`src/rtl/cave_input_mapper_if.sv`:
```
// Bundle between hps_io-side inputs and the conditioned player/service outputs.
// The master drives the raw PS/2 and joystick words, and the mapper (slave) drives the conditioned outputs.
interface cave_input_mapper_if;
    logic [10:0] ps2_key;
    logic [10:0] joystick_0;
    logic [10:0] joystick_1;
    logic [3:0]  p1_dir;
    logic [2:0]  p1_buttons;
    logic        p1_start;
    logic        p1_coin;
    logic [3:0]  p2_dir;
    logic [2:0]  p2_buttons;
    logic        p2_start;
    logic        p2_coin;
    logic [1:0]  service;
    logic        pause_active;

    modport master (
        output ps2_key, joystick_0, joystick_1,
        input  p1_dir, p1_buttons, p1_start, p1_coin,
        input  p2_dir, p2_buttons, p2_start, p2_coin,
        input  service, pause_active
    );

    modport slave (
        input  ps2_key, joystick_0, joystick_1,
        output p1_dir, p1_buttons, p1_start, p1_coin,
        output p2_dir, p2_buttons, p2_start, p2_coin,
        output service, pause_active
    );
endinterface

```
`src/rtl/cave_input_mapper.sv`:
```
// Input conditioning: PS/2 make/break decode merged with joystick words, SOCD filter, coin stretch, pause latch.
// Registered outputs, free-running with no backpressure; key events show 1 cycle after decode, joystick bits on the next edge.
module cave_input_mapper #(
    parameter logic [23:0] COIN_PULSE_CYCLES = 24'd4800000,
    parameter bit          SOCD_NEUTRAL      = 1'b1
) (
    input logic            clock,
    input logic            reset_n,
    cave_input_mapper_if.slave io
);
    logic        toggle_q;
    logic        evt;
    logic        pressed;
    logic [7:0]  code;
    logic [3:0]  k1_dir, k2_dir;
    logic [2:0]  k1_btn, k2_btn;
    logic        k1_start, k2_start, k1_coin, k2_coin, k1_pause;
    logic [1:0]  k_svc;
    logic [3:0]  raw1_dir, raw2_dir;
    logic [1:0]  raw_coin, raw_coin_q, coin_rise;
    logic [1:0][23:0] coin_cnt;
    logic        raw_pause, raw_pause_q, pause_state;
    logic [2:0]  unused_bits;

    assign evt     = io.ps2_key[10] ^ toggle_q;
    assign pressed = io.ps2_key[9];
    assign code    = io.ps2_key[7:0];
    assign unused_bits = {io.ps2_key[8], io.joystick_0[10], io.joystick_1[10]};

    // Joystick bits [3:0] are already ordered {up,down,left,right}.
    assign raw1_dir  = k1_dir | io.joystick_0[3:0];
    assign raw2_dir  = k2_dir | io.joystick_1[3:0];
    assign raw_coin  = {k2_coin | io.joystick_1[8], k1_coin | io.joystick_0[8]};
    assign coin_rise = raw_coin & ~raw_coin_q;
    assign raw_pause = k1_pause | io.joystick_0[9] | io.joystick_1[9];
    assign io.pause_active = pause_state;

    function automatic logic [3:0] socd(input logic [3:0] d);
        logic [3:0] r;
        r = d;
        if (SOCD_NEUTRAL) begin
            if (d[3] && d[2]) r[3:2] = 2'b00;
            if (d[1] && d[0]) r[1:0] = 2'b00;
        end
        return r;
    endfunction

    // toggle_q tracks the toggle even in reset so releasing reset never fakes an event.
    always_ff @(posedge clock) begin
        toggle_q <= io.ps2_key[10];
        if (!reset_n) begin
            k1_dir <= '0; k2_dir <= '0; k1_btn <= '0; k2_btn <= '0;
            k1_start <= 1'b0; k2_start <= 1'b0; k1_coin <= 1'b0; k2_coin <= 1'b0;
            k1_pause <= 1'b0; k_svc <= '0;
        end else if (evt) begin
            case (code)
                8'h75: k1_dir[3] <= pressed;
                8'h72: k1_dir[2] <= pressed;
                8'h6B: k1_dir[1] <= pressed;
                8'h74: k1_dir[0] <= pressed;
                8'h14: k1_btn[0] <= pressed;
                8'h11: k1_btn[1] <= pressed;
                8'h29: k1_btn[2] <= pressed;
                8'h16: k1_start  <= pressed;
                8'h2E: k1_coin   <= pressed;
                8'h4D: k1_pause  <= pressed;
                8'h2D: k2_dir[3] <= pressed;
                8'h2B: k2_dir[2] <= pressed;
                8'h23: k2_dir[1] <= pressed;
                8'h34: k2_dir[0] <= pressed;
                8'h1C: k2_btn[0] <= pressed;
                8'h1B: k2_btn[1] <= pressed;
                8'h15: k2_btn[2] <= pressed;
                8'h1E: k2_start  <= pressed;
                8'h36: k2_coin   <= pressed;
                8'h46: k_svc[0]  <= pressed;
                8'h45: k_svc[1]  <= pressed;
                default: ;
            endcase
        end
    end

    always_ff @(posedge clock) begin
        if (!reset_n) begin
            raw_coin_q      <= '0;
            coin_cnt        <= '0;
            raw_pause_q     <= 1'b0;
            pause_state     <= 1'b0;
            io.p1_dir       <= '0;
            io.p1_buttons   <= '0;
            io.p1_start     <= 1'b0;
            io.p1_coin      <= 1'b0;
            io.p2_dir       <= '0;
            io.p2_buttons   <= '0;
            io.p2_start     <= 1'b0;
            io.p2_coin      <= 1'b0;
            io.service      <= '0;
        end else begin
            raw_coin_q  <= raw_coin;
            raw_pause_q <= raw_pause;
            pause_state <= pause_state ^ (raw_pause & ~raw_pause_q);
            // A rising edge reloads even mid-count, so a fresh coin always gets a full pulse.
            for (int i = 0; i < 2; i++) begin
                if (coin_rise[i])
                    coin_cnt[i] <= COIN_PULSE_CYCLES - 24'd1;
                else if (coin_cnt[i] != '0)
                    coin_cnt[i] <= coin_cnt[i] - 24'd1;
            end
            io.p1_dir     <= socd(raw1_dir);
            io.p1_buttons <= k1_btn | io.joystick_0[6:4];
            io.p1_start   <= k1_start | io.joystick_0[7];
            io.p1_coin    <= raw_coin[0] | (coin_cnt[0] != '0) | coin_rise[0];
            io.p2_dir     <= socd(raw2_dir);
            io.p2_buttons <= k2_btn | io.joystick_1[6:4];
            io.p2_start   <= k2_start | io.joystick_1[7];
            io.p2_coin    <= raw_coin[1] | (coin_cnt[1] != '0) | coin_rise[1];
            io.service    <= k_svc;
        end
    end
endmodule

```
`src/flat_wrapper.sv`:
```
// flat-port wrapper written by rule: the top's interface ports become plain ports
module cave_input_mapper_flat 
#(
    parameter logic [23:0] COIN_PULSE_CYCLES = 24'd4800000,
    parameter bit          SOCD_NEUTRAL      = 1'b1
)
  (clock, reset_n, io_ps2_key, io_joystick_0, io_joystick_1, io_p1_dir, io_p1_buttons, io_p1_start, io_p1_coin, io_p2_dir, io_p2_buttons, io_p2_start, io_p2_coin, io_service, io_pause_active);
  cave_input_mapper_if io_i ();
  input logic clock;
  input logic reset_n;
  input wire logic [$bits(io_i.ps2_key)-1:0] io_ps2_key;
  input wire logic [$bits(io_i.joystick_0)-1:0] io_joystick_0;
  input wire logic [$bits(io_i.joystick_1)-1:0] io_joystick_1;
  output wire logic [$bits(io_i.p1_dir)-1:0] io_p1_dir;
  output wire logic [$bits(io_i.p1_buttons)-1:0] io_p1_buttons;
  output wire logic [$bits(io_i.p1_start)-1:0] io_p1_start;
  output wire logic [$bits(io_i.p1_coin)-1:0] io_p1_coin;
  output wire logic [$bits(io_i.p2_dir)-1:0] io_p2_dir;
  output wire logic [$bits(io_i.p2_buttons)-1:0] io_p2_buttons;
  output wire logic [$bits(io_i.p2_start)-1:0] io_p2_start;
  output wire logic [$bits(io_i.p2_coin)-1:0] io_p2_coin;
  output wire logic [$bits(io_i.service)-1:0] io_service;
  output wire logic [$bits(io_i.pause_active)-1:0] io_pause_active;
  assign io_i.ps2_key = io_ps2_key;
  assign io_i.joystick_0 = io_joystick_0;
  assign io_i.joystick_1 = io_joystick_1;
  assign io_p1_dir = io_i.p1_dir;
  assign io_p1_buttons = io_i.p1_buttons;
  assign io_p1_start = io_i.p1_start;
  assign io_p1_coin = io_i.p1_coin;
  assign io_p2_dir = io_i.p2_dir;
  assign io_p2_buttons = io_i.p2_buttons;
  assign io_p2_start = io_i.p2_start;
  assign io_p2_coin = io_i.p2_coin;
  assign io_service = io_i.service;
  assign io_pause_active = io_i.pause_active;
  cave_input_mapper #(.COIN_PULSE_CYCLES(COIN_PULSE_CYCLES), .SOCD_NEUTRAL(SOCD_NEUTRAL)) u_core (.clock(clock), .reset_n(reset_n), .io(io_i));
endmodule
```
`config.mk`:
```
export PLATFORM = sky130hd
export DESIGN_NAME = cave_input_mapper_flat
export DESIGN_NICKNAME = d
export VERILOG_FILES = /design/src/rtl/cave_input_mapper_if.sv /design/src/rtl/cave_input_mapper.sv /design/src/flat_wrapper.sv
export SDC_FILE = /design/constraint.sdc
export NUM_CORES = 1
export LEC_CHECK = 0
export CAP_MARGIN = 20
export CORE_ASPECT_RATIO = 0.6
export CORE_MARGIN = 4
export CORE_UTILIZATION = 25
export CTS_CLUSTER_SIZE = 8
export DETAILED_ROUTE_END_ITERATION = 8
export GPL_ROUTABILITY_DRIVEN = 0
export MAX_ROUTING_LAYER = met4
export PLACE_DENSITY_LB_ADDON = 0.1
export SYNTH_ARGS = -nofsm -noshare
export SYNTH_HDL_FRONTEND = slang
export SYNTH_SLANG_ARGS = --single-unit
```
`constraint.sdc`:
```
create_clock -name clock -period 3.9 [get_ports clock]
set_clock_uncertainty 0.1 [all_clocks]
set_input_delay 0.78 -clock clock [delete_from_list [all_inputs] [get_ports clock]]
set_output_delay 0.78 -clock clock [all_outputs]
set_load 0.01 [all_outputs]
```
# Word-level counts from Yosys, hierarchy flattened
# Cells that the tools add are included.
[totals]
input_bits = 35
regBits = 94
[op_classes]
eq_ne = 21
bitwise_logic = 21
n_reduce_logical = 35
n_mux = 4
addsub = 2
[op_table]
columns = ["op", "n"]
rows = [
  ["$mux W23", 4],
  ["$eq A8 B5 Y1 const B", 7],
  ["$eq A8 B6 Y1 const B", 7],
  ["$eq A8 B7 Y1 const B", 7],
  ["$reduce_bool A24 Y1", 2],
  ["$sub A24 B1 Y24 const B", 2],
  ["$reduce_and A2 Y1", 21],
  ["$reduce_or A2 Y1", 6],
  ["$or A1 B1 Y1", 10],
  ["$or A4 B4 Y4", 2],
  ["$or A3 B3 Y3", 2],
  ["$logic_and A1 B1 Y1", 4],
  ["$reduce_bool A2 Y1", 2],
  ["$and A2 B2 Y2", 1],
  ["$not A1 Y1", 2],
  ["$not A2 Y2", 1],
  ["$xor A1 B1 Y1", 2],
  ["$and A1 B1 Y1", 1],
]

# Depth between registers and ports, before layout
# Gate-level depths: netlist (run 1).
[logic_depth]
depth_word = 4
depth_mapped = 8
depth_no_buf = 7

# Worst setup path after synthesis (run 1)
# OpenSTA, ideal clock, no wires.
[synth_timing]
path_kind = "reg2reg"
startpoint = "reg u_core.coin_cnt[24] (netlist bit)"
endpoint = "reg u_core.coin_cnt[38] (netlist bit)"
required_time_ns = 3.731
arrival_ns = 2.261
path_stages_with_launch = 9
path_slack_ns = 1.470
synth_period_minus_slack_ns = 2.430
path_cell_list = "dfxtp_1 inv_1 ha_1 or3b_4 or3_1 buf_6 or3_1 or3_1 a21oi_2"
[synth_via]
elab_chain_len = 1
[synth_lines]
columns = ["element", "line_no", "source"]
rows = [
  ["start, declared", "cave_input_mapper.sv:21", "logic [1:0][23:0] coin_cnt;"],
  ["start signal, assigned by index", "cave_input_mapper.sv:105", "coin_cnt[i] <= COIN_PULSE_CYCLES - 24'd1;"],
  ["start signal, assigned by index", "cave_input_mapper.sv:107", "coin_cnt[i] <= coin_cnt[i] - 24'd1;"],
  ["$sub A24 B1 Y24 / $reduce_bool A24 Y1 (equally long branches)", "cave_input_mapper.sv:107, cave_input_mapper.sv:106", ""],
]
# Several ways; a longest one is shown, not always the timed one.
# A chain may end at the register's enable or synchronous reset.

# Worst setup path after layout (run 1)
[layout_timing]
startpoint = "reg u_core.coin_cnt[24] (netlist bit)"
endpoint = "reg u_core.coin_cnt[35] (netlist bit)"
[layout_via]
elab_chain_len = 3
[layout_lines]
columns = ["element", "line_no", "source"]
rows = [
  ["$sub A24 B1 Y24", "cave_input_mapper.sv:107", ""],
  ["$mux W23", "cave_input_mapper.sv:106", "else if (coin_cnt[i] != '0)"],
  ["$mux W23", "cave_input_mapper.sv:104", "if (coin_rise[i])"],
]
# Several ways; a longest one is shown, not always the timed one. The select of a mux whose other input is x is not followed.

==> results of run 1 <==
-- cell type report --
class                           instances  share of cell area
Sequential cell                        94               0.362
Tap cell                              228              0.0549
Clock inverter                          6             0.00891
Timing Repair Buffer                   59               0.110
Clock buffer                            9              0.0433
Inverter                                5             0.00361
Multi-Input combinational cell        342               0.416
Antenna cell                            1            0.000482
-- sequential cells by signal, summed over array words and instances, names as in the netlist, 2 cells and up --
signal                cells
u_core.coin_cnt          48
u_core.io.p1_buttons      3
u_core.io.p1_dir          4
u_core.io.p2_buttons      3
u_core.io.p2_dir          4
u_core.io.service         2
u_core.k1_btn             3
u_core.k1_dir             4
u_core.k2_btn             3
u_core.k2_dir             4
u_core.k_svc              2
u_core.raw_coin_q         2
-- metal layers --
layer / vias to the layer above / GRT usage / wire length (µm) / part of all wire
li1: 1800 / - / - / -
met1: 1683 / 0.167 / 5890 / 0.55
met5: - / - / 0 / 0
met4: 0 / 0.0294 / 102 / 0.0095
met3: 11 / 0.0404 / 530 / 0.049
met2: 65 / 0.171 / 4260 / 0.39
-- worst max-delay path, delay by kind of cell (launching register included) --
family | cells | cell delay [ps]
adder cells (fa/ha/maj) | 1 | 170
buffers and inverters | 1 | 60
flip-flops | 1 | 340
AO/OA/AOI/OAI | 2 | 860
AND/OR/NAND/NOR | 3 | 1080
-- final timing paths --
path	to	slack (ps)	startpoint	cells past startpoint
worst max register to register	u_core.coin_cnt[35]	1190	u_core.coin_cnt[24]	7
worst min register to register	u_core.k_svc[0]	360	u_core.k_svc[0]	2
worst max-delay path	u_core.coin_cnt[35]	1190	u_core.coin_cnt[24]	7
worst min-delay path	u_core.k_svc[0]	360	u_core.k_svc[0]	2
-- per-stage QoR --
stage,std cells,total power [mW],hold WS (ps),util,setup slack [ps]
global route,744,2.32,370,0.320,969
finish,744,2.21,357,0.320,1190
detailed placement,728,1.40,351,0.303,1000
CTS,743,2.25,361,0.319,1180
global placement,728,1.39,348,0.303,1020
floorplan,461,1.28,314,-,1470
-- power groups by stage --
stage | sequential (mW) | clock (mW) | combinational [mW]
global route | 1.06 | 0.899 | 0.362
finish | 1.05 | 0.831 | 0.325
floorplan | 1.07 | 0 | 0.210
detailed placement | 1.07 | 0 | 0.325
CTS | 1.05 | 0.868 | 0.327
global placement | 1.07 | 0 | 0.321
-- cells in the final DEF (no fill, tap or decap), types with 9 or more instances in the layout --
cell	netlist	final
xnor2_1	11	11
nor3_1	10	10
clkdlybuf4s50_1	0	52
nor4_1	16	16
or4_1	13	13
nand3_1	14	14
nor2_1	62	62
dfxtp_1	94	94
or2_2	9	9
o31a_1	10	10
nand2_1	24	24
o21ai_0	13	13
nand4_1	11	11
o31ai_1	11	11
o21a_1	14	14
a21oi_1	26	26
or3_1	17	17
mux2i_1	17	17
clkbuf_16	0	9
-- cell families after synthesis --
| logic type | after synthesis | synth area share |
|---|---|---|
| fa+ha+maj | 3 | 0.00904 |
| mux | 20 | 0.0491 |
| compound gates | 93 | 0.151 |
| xor+xnor | 15 | 0.0316 |
| buf+inv | 25 | 0.0259 |
| flops | 94 | 0.453 |
| simple gates | 211 | 0.281 |
==> metrics.yaml, run 1 <==
ys_top_cells_by_count: "94 x dfxtp_1, 62 x nor2_1, 26 x a21oi_1"
die_x_um: 174
worst_setup_path_start_kind: "flop"
num_rows: 36
p_leak_nw: 1.87
clockBufferDepth: 2
avgSynthCellArea_um2: 9.01
drive_gt1_frac: 0.0854
vias_per_cell: 4.78
path_class: "reg -> reg"
core_um2: 16300
ios: 56
htreeDepth: 3
synthArstFlopShare: 0
antenna_left: 0
placement.io_buffers: 52
placed_cell_area_um2: 4920
min_period_over_period: 0.696
grt_pass1_vias: 3482
cts_root_buffer: "clkbuf_16"
die_h_um: 108
post_cts_buffers: 0
internal-power_mw: 1.59
multi_input_area_um2: 2160
nets: 549
stdcell_area_um2: 5200
cp_slowest_cell: "or3_1"
peakVddDrop_v: 0.000166
rsz0062_at_grt: "no"
finalHoldViolCount: 0
p_sw_frac: 0.281
clock_latency_ps: 340
yosysWarningCount: 0
p_seq_frac: 0.476
syn2layout_area_growth_pct: 25.1
clock_sinks: 94
remaining_drc_errors: 0
dp_hpwl_mm: 7.74
maxSlewHeadroom: 0.346
wirelength_mm: 10.8
synth_edf_count: 0
grt_start_max_net_pins: 36
clockPowerShare: 0.376
gr-usage-all-layers: 0.121
grt_pass1_wl_mm: 17.8
outcome: "finished clean"
hold_path.class: "reg -> reg"
critPathMaxStageDelay_ps: 570
antenna_found_initial: 1
min_period_ps: 2710
drtIter0Drc: 147
maxCapViolCount: 0
critPathMaxFanout: 10
clk_pin_slew_worst_paths_ps: 70
wl_per_cell_um: 14.5
cts.repair.resized: 0
required_ps: 4030
ys.flop_type: "dfxtp_1"
pwr-share-comb: 0.147
final-seq-area_um2: 1880
synth.distinct_cells: 51
nFillCells: 1763
syn-cell-area_um2: 4150
crit_chain: "inv_1, ha_1, or3b_4, or3_1, o31ai_4, nor3_1, o31a_1"
dr_total_vias: 3559
initial_utilization: 0.255
switchingPower_uw: 621
synth.net_count: 499
arrival_ps: 2850
ys_seq_elements: 94
tightest_slew_ps: 967
synth_top_cell_area_share: 0.453
synth_cells: 461
synthTopCellsByArea: "dfxtp_1 45%, nor2_1 5.6%, mux2i_1 4.1%, a21oi_1 3.1%, or3_1 2.6%"
firstDrtPassIters: 4
grt_overflow: 0
yosysTopAreaCell: "dfxtp_1"
ys_seq_area_frac: 0.453
cts_tree: "built"
setup_tns_ps: 0
hold_buffers: 0
fmax_mhz: 368
cts_made_buffers: 9
endpoint_kind: "flop"
power.density_nw_per_um2: 425
setup_viol: 0
synth_most_common_cell: "dfxtp_1"
finalMaxSlewViolations: 0
dieArea_um2: 18800
(Power assumes the default switching activity.)
==> inputs of run 2 (changes only) <==
Clock period 3.9 ns to 2.3 ns, I/O delays scaled along.
==> run 2 against run 1 <==
Effect of this change:
- the run now ends with setup timing left
- wire length up 8.9%
- combinational power up 130%
- non-clock buffer count up 71
- via count up 6.6%
- worst hold slack worse by 4.6 ps
- sequential share of layout area down 4.0 points
- critical path type unchanged
- largest power group unchanged
==> metrics.yaml, run 2 (same netlist as run 1, synthesis figures left out) <==
crit_chain: "inv_2, ha_4, or3b_4, or3_4, or3_4, or3_4, a21oi_2"
dr_total_vias: 3795  # +6.6%
hold_buffers: 0  # unchanged
num_rows: 36  # unchanged
path_class: "reg -> reg"
clockBufferDepth: 2  # unchanged
antenna_found_initial: 0  # -1
grt_pass1_wl_mm: 19.3  # +8.8%
cp-endpoint: "u_core.coin_cnt[38]"
crit_path_frequent_cell: "or3_4"
arrival_ps: 2480  # -370 ps
cp_slowest_cell: "or3_4"
violations: "setup timing"
dp_hpwl_mm: 8.45  # +9.2%
core_um2: 16300  # unchanged
worst_setup_path_start_kind: "flop"
fmax_mhz: 433  # +18%
clock_sinks: 94  # unchanged
p_total_mw: 3.94  # +78%
drive_gt1_frac: 0.220  # +0.134
min_period_ps: 2310  # -408 ps
die_h_um: 108  # unchanged
nets: 620  # +13%
tightest_slew_ps: 806  # -161 ps
reg2reg_slack_ps: -7  # -1190 ps
rr_endpoint: "u_core.coin_cnt[38]"
cts_root_buffer: "clkbuf_16"
reg2regPathDepth: 7  # unchanged
utilization: 0.360  # +0.0401
maxCapViolCount: 0  # unchanged
htreeDepth: 3  # unchanged
drtIter0Drc: 212  # +44%
finalHoldViolCount: 0  # unchanged
insertedDiodeCount: 0  # -1
largest_register: "u_core.coin_cnt"
grt_pass1_vias: 3730  # +7.1%
min_period_over_period: 1.00  # +0.307
rsz0062_at_grt: "yes"
critPathMaxStageDelay_ps: 400  # -170 ps
grt_overflow: 0  # unchanged
power.density_nw_per_um2: 673  # +58%
hold_path.class: "reg -> reg"
largest_register_ffs: 48  # unchanged
p_leak_nw: 2.24  # +19%
nFillCells: 1667  # -5.4%
placement.io_buffers: 52  # unchanged
gr-usage-all-layers: 0.133  # +0.0115
final_common_cell: "dfxtp_1"
required_ps: 2470  # -1560 ps
startpoint: "u_core.coin_cnt[24]"
setup_viol: 1  # +1
firstDrtPassIters: 4  # unchanged
clk_pin_slew_worst_paths_ps: 70  # about the same
wl_per_cell_um: 14.4  # -0.60%
initial_utilization: 0.255  # unchanged
syn2layout_area_growth_pct: 40.8
cts_made_buffers: 9  # unchanged
remaining_drc_errors: 0  # unchanged
timing.rr.start: "u_core.coin_cnt[24]"
peakVddDrop_v: 0.000332  # +100%
die_x_um: 174  # unchanged
maxSlewHeadroom: 0.455  # +0.109
clock_latency_ps: 350  # about the same
antenna_left: 0  # unchanged
grt_start_max_net_pins: 41  # +14%
cts_tree: "built"
wirelength_mm: 11.7  # +8.9%
layout_setup_ws_ps: -7.14  # -1190 ps
vias_per_cell: 4.66  # -2.7%
layout_common_cells: "92 x dfxtp_1, 71 x buf_4, 62 x nor2_1, 52 x clkdlybuf4s50_1, 26 x a21oi_1"
endpoint_kind: "flop"
outcome: "finished with violations"
ios: 56  # unchanged
finalMaxSlewViolations: 0  # unchanged
dieArea_um2: 18800  # unchanged
critPathMaxFanout: 7  # -3
-- run 2: cell types whose count changed in the layout (fill, tap and decap cells not counted), sizes merged --
cell,change
clkbuf,+1
buf,+71
clkinvlp,+2
diode,-1
inv,-2
-- run 2: how the worst min path moves through the flow --
stage | slack [ps] | to | start | cells after the start
floorplan | 310 | u_core.io.p1_dir[2] | u_core.k1_dir[3] | 1
global placement | 340 | u_core.io.p1_dir[2] | u_core.k1_dir[3] | 1
detailed placement | 350 | u_core.k_svc[1] | u_core.k_svc[1] | 2
CTS | 360 | u_core.io.p1_dir[2] | u_core.k1_dir[3] | 1
global route | 380 | u_core.k1_start | u_core.k1_start | 2
finish | 350 | u_core.io.p1_dir[2] | u_core.k1_dir[3] | 1
-- run 2: final cells by class --
cell class	count	area, µm²	share of cell area
Clock inverter	6	47.5	0.00813
Tap cell	228	285	0.0488
Timing Repair Buffer	130	1140	0.195
Multi-Input combinational cell	342	2240	0.383
Sequential cell	94	1880	0.322
Inverter	5	18.8	0.00321
Clock buffer	10	229	0.0392
-- run 2: metal layers --
metal  routed length, µm  GRT usage
met5                   0          -
met4                 111     0.0288
met3                 623     0.0326
met2                4610      0.185
met1                6400      0.193
-- run 2: worst max-delay path: cells and delay by family, from the launching register on --
| family | cells | cell delay [ps] |
|---|---|---|
| compound gates | 1 | 110 |
| fa+ha+maj | 1 | 120 |
| buf+inv | 1 | 70 |
| flops | 1 | 350 |
| simple gates | 4 | 1490 |
-- run 2: repair_timing --
item	4_1_cts	5_1_grt
gates resized for setup	13	8
setup endpoints to repair	13	20
buffers inserted	3	4
pin swaps	5	7
-- run 2: power breakdown --
group          total (mW)  switching (mW)  internal, mW
Sequential           1.78          0.0673          1.71
Clock                1.43           0.686         0.740
Combinational       0.732           0.360         0.371
Total                3.94            1.11          2.82
-- run 2: stage by stage --
step           instances  setup TNS (ps)  hold slack (ps)  instance area (µm²)  worst slack (ps)
2_1_floorplan        461           -63.6              314                 4180             -40.8
3_3_place_gp         792           -2680              343                 5430              -230
3_5_place_dp         793           -2220              348                 5440              -262
4_1_cts              812            -474              358                 5800              -106
5_1_grt              815            -129              382                 5850             -53.5
6_report             815           -7.14              353                 5850             -7.14
==> inputs of run 3 (changes only) <==
Settings changed: CORE_ASPECT_RATIO 0.6 to 0.7, PLACE_DENSITY_LB_ADDON 0.1 to unset.
==> run 3 against run 2 <==
Effect of this change:
- the run still ends with setup timing left
- flip-flop and latch count did not move
- via count rose by 1.5%
- wire length fell by 6.3%
- sequential share of layout area rose by 0.097 points
- first-iteration DRC count fell by 15%
- cell count fell by 1.7%
- non-clock buffer count fell by 11
- maximum frequency fell by 1.0%
- die area fell by 0.18%
==> metrics.yaml, run 3 (same netlist as run 1, synthesis figures left out) <==
outcome: "finished with violations"
violations: "setup timing"
path_delay_family: "simple AND/OR/NAND/NOR gates"
largest_register: "u_core.coin_cnt"
crit_path_frequent_cell: "or3_4"
antenna_left: 0  # unchanged
pre_cts_slack_ps: -158  # +104 ps
rr_endpoint: "u_core.coin_cnt[38]"
worst_setup_path_start_kind: "flop"
min_period_over_period: 1.01  # +0.0104
clock_sinks: 94  # unchanged
dr_total_vias: 3852  # +1.5%
maxSlewHeadroom: 0.486  # +0.0312
nets: 609  # -1.8%
endpoint_kind: "flop"
met3_usage: 0.0306  # -0.00207
cts_root_buffer: "clkbuf_16"
setup_viol: 2  # +1
min_period_ps: 2330  # +24.0 ps
grt_pass1_wl_mm: 18.1  # -6.4%
vias_per_cell: 4.81  # +3.3%
place_inst: 778  # -1.9%
top_usage_layer: "met2"
initial_utilization: 0.255  # -0.000588
maxCapViolCount: 0  # unchanged
clockBufferDepth: 2  # unchanged
layout_common_cells: "92 x dfxtp_1, 62 x nor2_1, 60 x buf_4, 52 x clkdlybuf4s50_1, 24 x a21oi_1"
placed_cell_area_um2: 5340  # -1.8%
required_ps: 2480  # about the same
arrival_ps: 2510  # +30 ps
grt_overflow: 0  # unchanged
wl_per_cell_um: 13.7  # -4.6%
die_h_um: 116  # +7.4%
multi_input_area_um2: 2270  # +1.5%
fmax_mhz: 429  # -1.0%
htreeDepth: 3  # unchanged
grt_pass1_vias: 3663  # -1.8%
largest_register_ffs: 48  # unchanged
peakVddDrop_v: 0.000358  # +7.8%
cts_tree: "built"
hold_path.class: "reg -> reg"
die_x_um: 162  # -7.1%
reg2reg_slack_ps: -30  # -20 ps
insertedDiodeCount: 0  # unchanged
stdcell_area_um2: 5830  # -0.30%
reg2regPathDepth: 7  # unchanged
layout_setup_ws_ps: -31.2  # -24.0 ps
whs_ps: 357  # +4.29 ps
nFillCells: 1642  # -1.5%
p_leak_nw: 2.22  # -0.77%
dieArea_um2: 18800  # -0.18%
wirelength_mm: 11.0  # -6.3%
final-seq-area_um2: 1880  # unchanged
num_rows: 39  # +8.3%
rsz0062_at_grt: "yes"
syn2layout_area_growth_pct: 40.4
setup_tns_ps: -59.8  # -52.6 ps
gr-usage-all-layers: 0.122  # -0.0106
cp_slowest_cell: "or3_4"
final_common_cell: "dfxtp_1"
remaining_drc_errors: 0  # unchanged
power.density_nw_per_um2: 701  # +4.1%
drtIter0Drc: 180  # -15%
use_met1: 0.161  # -0.0323
finalHoldViolCount: 0  # unchanged
hold_path_end: "u_core.k_svc[0]"
core_um2: 16300  # +0.23%
path_class: "reg -> reg"
hold_path_depth: 2  # +1
critPathMaxStageDelay_ps: 430  # +30 ps
grt_start_max_net_pins: 48  # +17%
clock_latency_ps: 350  # about the same
drive_gt1_frac: 0.217  # -0.00275
placement.io_buffers: 52  # unchanged
antenna_found_initial: 0  # unchanged
crit_chain: "inv_2, ha_4, or3b_4, or3_4, or3_4, or3_4, a21oi_2"
ios: 56  # unchanged
use_met2: 0.187  # +0.00227
timing.critical_path.buf_inv: 1  # unchanged
hold_start: "u_core.k_svc[0]"
clk_pin_slew_worst_paths_ps: 70  # about the same
layout.cells.non_filler: 801  # -1.7%
finalMaxSlewViolations: 0  # unchanged
cts_made_buffers: 9  # unchanged
timing.rr.start: "u_core.coin_cnt[25]"
firstDrtPassIters: 4  # unchanged
tightest_slew_ps: 766  # -40.5 ps
critPathMaxFanout: 8  # +1
dp_hpwl_mm: 7.69  # -9.0%
==> run 3: changes by cell type in the layout (fill, tap and decap cells not counted), moves of 2 or more <==
cell,previous run,this run
a21oi_2,1,3
buf_4,71,60
a21oi_1,26,24
clkinvlp_4,4,0
inv_8,0,2
==> run 3: worst reg2reg max path, cell delays in order (launching register included) <==
cell     delay (ps)
dfxtp_2         320
inv_2            70
ha_4            140
or3b_4          380
or3_4           430
or3_4           360
or3_4           330
a21oi_2         130
==> run 3: power breakdown <==
group | switching [mW] | internal (mW) | total [mW]
clock network | 0.702 | 0.870 | 1.57
logic | 0.363 | 0.370 | 0.733
registers | 0.0683 | 1.71 | 1.78
==> run 3: per-stage QoR <==
stage | utilization | power (mW)
2_1_floorplan | - | 2.18
3_3_place_gp | 0.328 | 2.46
3_5_place_dp | 0.328 | 2.48
4_1_cts | 0.348 | 4.08
5_1_grt | 0.358 | 4.27
6_report | 0.358 | 4.09
==> run 3: metal layers <==
layer / share of wire / vias to the layer above / wire length [µm]
li1: - / 1921 / -
met3: 0.045 / 17 / 495
met1: 0.48 / 1837 / 5310
met2: 0.46 / 77 / 5030
met4: 0.015 / 0 / 167
met5: 0 / - / 0
==> run 3: cell type report <==
cell class                      instances  area share
Sequential cell                        94       0.323
Clock inverter                          7      0.0150
Inverter                                5     0.00322
Clock buffer                            9      0.0386
Tap cell                              225      0.0483
Timing Repair Buffer                  119       0.182
Multi-Input combinational cell        342       0.390
==> run 3: worst max path at each step <==
stage                           to  cells after the start                 from
2_1_floorplan  u_core.coin_cnt[38]                      8  u_core.coin_cnt[25]
3_3_place_gp   u_core.coin_cnt[38]                      7  u_core.coin_cnt[25]
3_5_place_dp   u_core.coin_cnt[34]                      7  u_core.coin_cnt[25]
4_1_cts        u_core.coin_cnt[47]                      7  u_core.coin_cnt[24]
5_1_grt        u_core.coin_cnt[36]                      9  u_core.coin_cnt[25]
6_report       u_core.coin_cnt[38]                      7  u_core.coin_cnt[25]
==> run 3: timing repair <==
item                                   in CTS  in global routing
hold buffers                                0                  0
setup endpoints to repair                  18                 13
resized for setup                           5                 21
pin swaps                                   3                  5
buffers inserted                            0                  6
endpoints found under the hold margin       0                  0
